==> config.mk <==
export PLATFORM = sky130hd
export DESIGN_NAME = maxp_reduce
export DESIGN_NICKNAME = d
export VERILOG_FILES = /design/src/rtl/maxp_reduce_pkg.sv /design/src/rtl/maxp_dly.sv /design/src/rtl/maxp_reduce.sv
export SDC_FILE = /design/constraint.sdc
export NUM_CORES = 1
export LEC_CHECK = 0
export BUFFER_PORTS_ARGS = -buffer_cell sky130_fd_sc_hd__buf_2
export CAP_MARGIN = 20
export CORE_AREA = 2 2 178 180
export CTS_CLUSTER_DIAMETER = 100
export CTS_CLUSTER_SIZE = 12
export DETAILED_ROUTE_END_ITERATION = 12
export DIE_AREA = 0 0 180 182
export MAX_ROUTING_LAYER = met4
export PLACE_DENSITY = 0.8
export SYNTH_ARGS = -nofsm -noshare
export SYNTH_HDL_FRONTEND = slang
export SYNTH_SLANG_ARGS = --single-unit
==> constraint.sdc <==
create_clock -name clk -period 12.3 [get_ports clk]
set_clock_uncertainty 0.1 [all_clocks]
set_input_delay 2.46 -clock clk [delete_from_list [all_inputs] [get_ports clk]]
set_output_delay 2.46 -clock clk [all_outputs]
set_load 0.01 [all_outputs]
==> src/rtl/maxp_reduce_pkg.sv <==
// Shared build defaults for the max-pool reduce slice.
// Define MAXP_RELU_EN to clamp negative window maxima to zero at the write register.
package maxp_reduce_pkg;

    localparam int DATA_SIZE_DEF = 16;
    localparam int LOOP_BIT_DEF  = 8;
    localparam int ADDR_BIT_DEF  = 20;
    localparam int RD_LAT_DEF    = 2;

    // Flag bits carried alongside the indices: {vld, first, last}
    localparam int FLAG_W = 3;

    // Width that holds (mm*nOR + niro)*nOC + nico without overflow
    function automatic int prod_w(input int loop_bit, input int data_size);
        return loop_bit + 2 * data_size + 2;
    endfunction

endpackage

==> src/rtl/maxp_dly.sv <==
// Parameterised shift register used to line the index/flag stream up with read data.
// Every stage is cleared on reset so no stale valid bit survives a reset.
module maxp_dly #(
    parameter int WIDTH = 8,
    parameter int DEPTH = 2
) (
    input  logic             clk,
    input  logic             rst,
    input  logic [WIDTH-1:0] d,
    output logic [WIDTH-1:0] q
);

    logic [WIDTH-1:0] pipe [DEPTH];

    // NOTE: the whole pipe is reset, not just the valid bits; it is small and a
    // cleared pipe keeps the aligned-stage indices deterministic after reset.
    always_ff @(posedge clk or posedge rst) begin
        if (rst) begin
            for (int i = 0; i < DEPTH; i++) pipe[i] <= '0;
        end else begin
            pipe[0] <= d;
            for (int i = 1; i < DEPTH; i++) pipe[i] <= pipe[i-1];
        end
    end

    assign q = pipe[DEPTH-1];

endmodule

==> src/rtl/maxp_reduce.sv <==
// Max-pool reduce: folds each MPxMP window of read data to its signed maximum and
// issues one output write per window. Optional MAXP_RELU_EN clamps negatives to 0.
module maxp_reduce
    import maxp_reduce_pkg::*;
#(
    parameter int DATA_SIZE = DATA_SIZE_DEF,
    parameter int LOOP_BIT  = LOOP_BIT_DEF,
    parameter int ADDR_BIT  = ADDR_BIT_DEF,
    parameter int RD_LAT    = RD_LAT_DEF
) (
    input  logic                 clk,
    input  logic                 rst,
    input  logic                 en,
    input  logic [DATA_SIZE-1:0] MP,
    input  logic [DATA_SIZE-1:0] nOR,
    input  logic [DATA_SIZE-1:0] nOC,
    input  logic [LOOP_BIT-1:0]  mm,
    input  logic [LOOP_BIT-1:0]  niro,
    input  logic [LOOP_BIT-1:0]  nico,
    input  logic [LOOP_BIT-1:0]  ii,
    input  logic [LOOP_BIT-1:0]  jj,
    input  logic [DATA_SIZE-1:0] din,
    output logic                 wr_en,
    output logic [ADDR_BIT-1:0]  wr_addr,
    output logic [DATA_SIZE-1:0] wr_data,
    output logic [DATA_SIZE-1:0] win_cnt
);

    localparam int PW = prod_w(LOOP_BIT, DATA_SIZE);
    localparam int SW = FLAG_W + 3 * LOOP_BIT;

    logic [DATA_SIZE-1:0] mp_m1;
    logic                 first_in;
    logic                 last_in;
    logic [SW-1:0]        stage_in;
    logic [SW-1:0]        stage_out;

    logic                 a_vld;
    logic                 a_first;
    logic                 a_last;
    logic [LOOP_BIT-1:0]  a_mm;
    logic [LOOP_BIT-1:0]  a_niro;
    logic [LOOP_BIT-1:0]  a_nico;

    logic [DATA_SIZE-1:0] acc;
    logic [DATA_SIZE-1:0] cur_max;
    logic [DATA_SIZE-1:0] wr_data_nxt;
    logic [PW-1:0]        addr_full;

    // Window position flags are decided at issue time, where ii/jj are valid
    // NOTE: every always_comb output gets a default first so no latch is inferred.
    always_comb begin
        mp_m1    = MP - DATA_SIZE'(1);
        first_in = (ii == '0) && (jj == '0);
        last_in  = (DATA_SIZE'(ii) == mp_m1) && (DATA_SIZE'(jj) == mp_m1);
        stage_in = {en, first_in, last_in, mm, niro, nico};
    end

    maxp_dly #(
        .WIDTH (SW),
        .DEPTH (RD_LAT)
    ) u_dly (
        .clk (clk),
        .rst (rst),
        .d   (stage_in),
        .q   (stage_out)
    );

    assign a_vld   = stage_out[SW-1];
    assign a_first = stage_out[SW-2];
    assign a_last  = stage_out[SW-3];
    assign a_mm    = stage_out[3*LOOP_BIT-1 -: LOOP_BIT];
    assign a_niro  = stage_out[2*LOOP_BIT-1 -: LOOP_BIT];
    assign a_nico  = stage_out[LOOP_BIT-1:0];

    // Running max including the current element; a tie keeps acc
    always_comb begin
        cur_max = acc;
        if (a_first || ($signed(din) > $signed(acc))) cur_max = din;

        addr_full = (PW'(a_mm) * PW'(nOR) + PW'(a_niro)) * PW'(nOC) + PW'(a_nico);

`ifdef MAXP_RELU_EN
        wr_data_nxt = cur_max[DATA_SIZE-1] ? '0 : cur_max;
`else
        wr_data_nxt = cur_max;
`endif
    end

    // NOTE: sequential state uses non-blocking assignments only, so every
    // register here sees pre-edge values of the others.
    always_ff @(posedge clk or posedge rst) begin
        if (rst) begin
            acc     <= '0;
            wr_en   <= 1'b0;
            wr_addr <= '0;
            wr_data <= '0;
            win_cnt <= '0;
        end else begin
            wr_en <= a_vld && a_last;
            if (a_vld) acc <= cur_max;
            if (a_vld && a_last) begin
                wr_data <= wr_data_nxt;
                wr_addr <= addr_full[ADDR_BIT-1:0];
                win_cnt <= win_cnt + DATA_SIZE'(1);
            end
        end
    end

endmodule

# == Word-level counts from Yosys, hierarchy flattened ==
# Cells that the tools add are included.
# totals
register_bits,123
input_bits,107
out_inout_bits,53
# classes
n_addsub,4
n_mul,2
n_lt_le_gt_ge,1
n_eq_ne,2
mux,1
n_reduce_logical,6
# ops
op,count
8-bit by 16-bit == test with 1-bit output,2
24-bit by 8-bit adder with 25-bit output,1
25-bit by 16-bit multiplier with 20-bit output,1
8-bit by 16-bit multiplier with 24-bit output,1
20-bit by 8-bit adder with 20-bit output,1
"16-bit by 1-bit adder with 16-bit output, second input constant",1
16-bit greater-than comparator,1
8-bit zero test,2
16-bit two-way mux,1
"16-bit by 1-bit subtractor with 16-bit output, second input constant",1
1-bit logical AND,3
1-bit logical OR,1

# == Longest topological paths before layout ==
# logic_depth
ltp_word,4
depth_mapped,41

# == Cells and area by module ==
# From an unflattened synthesis, not the netlist that was laid out.
# unflattened
cells_unflattened,1641
area_unflattened_um2,15393.5
# modules_own_cells
module,instances,cells_per_inst,area_per_inst_um2,seq_area_each_um2
maxp_reduce,1,1559,13835.8,1726.7
maxp_dly,1,82,1557.7,1351.3

# == Worst setup path before layout ==
# OpenSTA, ideal clock, no wires.
# synth_timing
kind,input -> register
start,input port nOR[3]
end,register wr_addr[19]
setup_ps,87
arrival_ps,11885
required_time_ps,12113
path_slack_ps,229
cell_stages,35
cell_sequence,clkbuf_1 nand2_1 fa_1 fa_1 fa_1 fa_1 inv_1 ha_1 o211ai_1 a21oi_2 o31a_4 a21o_1 a21oi_1 xnor2_1 nand2_1 fa_1 fa_1 inv_1 fa_1 inv_1 fa_1 fa_1 fa_1 inv_1 ha_1 a21o_1 a21o_1 or3_1 a2111oi_0 o31ai_2 xor2_4 xnor2_1 a21o_1 a22o_1 a211oi_2
# synth_via
elab_chain_len,4
# synth_rtl
element,line,source
from (decl),maxp_reduce.sv:15,"input logic [DATA_SIZE-1:0] nOR,"
8-bit by 16-bit multiplier with 24-bit output,maxp_reduce.sv:81,addr_full = (PW'(a_mm) * PW'(nOR) + PW'(a_niro)) * PW'(nOC) + PW'(a_nico);
24-bit by 8-bit adder with 25-bit output,maxp_reduce.sv:81,
25-bit by 16-bit multiplier with 20-bit output,maxp_reduce.sv:81,
20-bit by 8-bit adder with 20-bit output,maxp_reduce.sv:81,
to (signal assigned),maxp_reduce.sv:104,wr_addr <= addr_full[ADDR_BIT-1:0];
to (decl),maxp_reduce.sv:24,"output logic [ADDR_BIT-1:0] wr_addr,"
# No other way between the ends.
# A chain may end at the register's enable or synchronous reset.

# == Worst setup path in the final report ==
# layout_timing
start,input port nOR[7]
end,register wr_addr[19]
# The elaborated chain is that of the path after synthesis.

==> qor.yml <==
initialDrtViolationCount: 458
yosysWarnings: 0
root_buffer: "clkbuf_16"
antenna_found_initial: 1
worst_ep_arrival_time_ns: 12.15
netlist_area_mm2: 0.0152
critPathMaxStageDelay_ns: 0.54
yosysTopAreaCell: "fa_1"
synth_cell_types: 65
holdBufCountCts: 0
top_layer: "met4"
dp_hpwl_um: 26900
grt_pass1_wl_um: 57700
netlist_instances: 1605
synth_area_leaders: "fa_1 30%, dfrtp_1 20%, ha_1 10%"
post-route-drc-count: 0
initial_core_util_pct: 49.2
layout.nets: 2230
path_class: "in2reg"
slowest_stage: "fa_1"
cts_tree: "done"
gp_congestion: 0.899
io_pins: 160
layout-drive-gt1-share_pct: 15.1
finalCoreUtilization_pct: 55.6
grtUsageTotal_pct: 22.3
h-tree-depth: 4
rows: 65
wl_per_cell_um: 15.3
clock_latency_ns: 0.43
met1Wirelength_um: 14100
firstDrtPassIters: 5
maxSlewHeadroom_pct: 44.4
ys_seq_elements: 123
antenna_left: 0
maxCapViolCount: 0
wl_met2_um: 16600
setup_viol: 0
crit_buf_inv: 6
hp-class: "reg2reg"
die_h_um: 182
slew_violations: 0
r2r-start: "u_dly.q[16]$_DFF_PP0_"
cts_buffers: 17
syn-num-nets: 2066
timing.hold.ws_ns: 0.236
dieWidth_um: 180
met3RoutedLength_um: 2130
grt_pass1_vias: 12100
vias: 11100
end_kind: "flip-flop"
cts_buffer_depth: 2
routed_wirelength_um: 33300
worst-path-max-fanout: 7
clkTransAtPathRegs_ns: 0.07
ys_seq_area_share_pct: 20.2
fmax_ghz: 0.0841
worst_pin_slew_ns: 0.835
clkSinkCount: 123
grt_max_degree: 87
path_common_cell: "fa_1"
syn_area_per_cell_um2: 9.49
crit_family: "adder cells"
hold_viol: 0
dieArea_mm2: 0.0328
crit_path_start: "nOR[7]"
outcome: "finished, final reports clean"
overflow: 0
finalCritPeriodShare_pct: 96.7
cp.required_ns: 12.55
syn_to_final_growth_pct: 13.1
synthFlopType: "dfrtp_1"
async_flop_share_pct: 100
fin_crit_ns: 11.89
hp-start: "u_dly.pipe[40]$_DFF_PP0_"
synth_edf_count: 0
core_area_mm2: 0.0310
rsz0062_at_grt: "false"
synth_top_area_share_pct: 30.2
portBuffers: 159
worst_setup_path_start_kind: "primary input"
fillers: 2645
vias_per_cell: 5.07
kinds of logic after synthesis:
kind of cell / share of synthesized area, %
AOI/OAI and AO/OA: 5.58
xor gates and xnor gates: 5.08
adders and majority gates: 40.4
buffers and inverters: 9.70
DFF: 20.2
muxes: 2.37
and+or+nand+nor: 16.7
layout make-up:
cell class | count | area [µm²] | share of cell area [%]
diodes | 1 | 2.50 | 0.0145
clock buffers | 20 | 447 | 2.59
clock inverters | 12 | 164 | 0.952
inverters | 343 | 1290 | 7.49
multi-input cells | 1096 | 10700 | 62.2
flip-flops and latches | 123 | 3080 | 17.9
well taps | 402 | 503 | 2.92
repair buffers | 188 | 1030 | 6.00
per-stage QoR:
step	cells	TNS [ns]	setup slack (ns)	area (µm²)
6_report	2185	0	0.405	17200
5_1_grt	2185	0	0.00509	17200
4_1_cts	2181	0	0.245	17200
3_5_place_dp	2149	-0.179	-0.179	16500
3_3_place_gp	2149	0	0.0611	16500
2_1_floorplan	1605	0	0.229	15200
sequential cells by signal, summed over array words and instances, names as in the netlist:
register    cells
acc            16
u_dly.pipe     27
u_dly.q        27
win_cnt        16
wr_addr        20
wr_data        16
wr_en           1
cells in the mapped netlist (2+ instances only):
| library cell | instances |
|---|---|
| nor2_1 | 35 |
| a21o_1 | 10 |
| and3_2 | 8 |
| and2_1 | 166 |
| clkbuf_1 | 37 |
| o21a_1 | 10 |
| o21ai_1 | 4 |
| nand2_1 | 200 |
| nand3_1 | 14 |
| a41o_1 | 2 |
| mux2i_1 | 18 |
| o21bai_1 | 4 |
| ha_1 | 124 |
| xor2_1 | 19 |
| nand2b_1 | 16 |
| xnor2_1 | 54 |
| xnor3_1 | 3 |
| o21ai_0 | 46 |
| nor4_1 | 6 |
| buf_2 | 3 |
| inv_1 | 343 |
| nor2b_1 | 12 |
| nand4_1 | 3 |
| nor3_1 | 10 |
| a22o_1 | 2 |
| and3_1 | 6 |
| nor3b_1 | 2 |
| buf_6 | 2 |
| nand2_2 | 3 |
| dfrtp_1 | 123 |
| fa_1 | 230 |
| or3_1 | 6 |
| a21oi_2 | 2 |
| a211oi_2 | 2 |
| a21oi_1 | 29 |
| or2_2 | 5 |
| mux2_2 | 16 |
| and4_1 | 3 |
layout by cell type, fill, tap and decap left out, types with 18 or more instances in the layout:
cell     netlist  routed
buf_4          0      28
buf_2          3     159
nor2_1        35      35
fa_1         230     230
ha_1         124     124
and2_1       166     166
mux2i_1       18      18
inv_1        343     342
nand2_1      200     199
dfrtp_1      123     123
xnor2_1       54      53
o21ai_0       46      46
a21oi_1       29      29
routing by layer:
metal | GRT usage [%] | vias up
li1 | - | 5198
met1 | 27.9 | 5481
met2 | 37.3 | 339
met3 | 4.39 | 51
met4 | 5.85 | 0
met5 | - | -
what timing repair did:
action | 4_1_cts | 5_1_grt
gates resized for setup | 0 | 5
setup endpoints to repair | 0 | 1
buffers inserted | 0 | 2
hold endpoints to repair | 0 | 0
final timing paths:
check | to | slack, ns | depth (start not counted)
min | u_dly.q[13]$_DFF_PP0_ | 0.24 | 0
max in group asynchronous | wr_data[13]$_DFFE_PP0P_ | 9.13 | 4
max reg2reg | wr_addr[19]$_DFFE_PP0P_ | 1.86 | 36
min reg2reg | u_dly.q[13]$_DFF_PP0_ | 0.24 | 0
min in group asynchronous | win_cnt[14]$_DFFE_PP0P_ | 1.96 | 2
max | wr_addr[19]$_DFFE_PP0P_ | 0.41 | 35
Power is not shown: default switching activity piles up to over one toggle a cycle in this logic, so the estimate is an artifact.
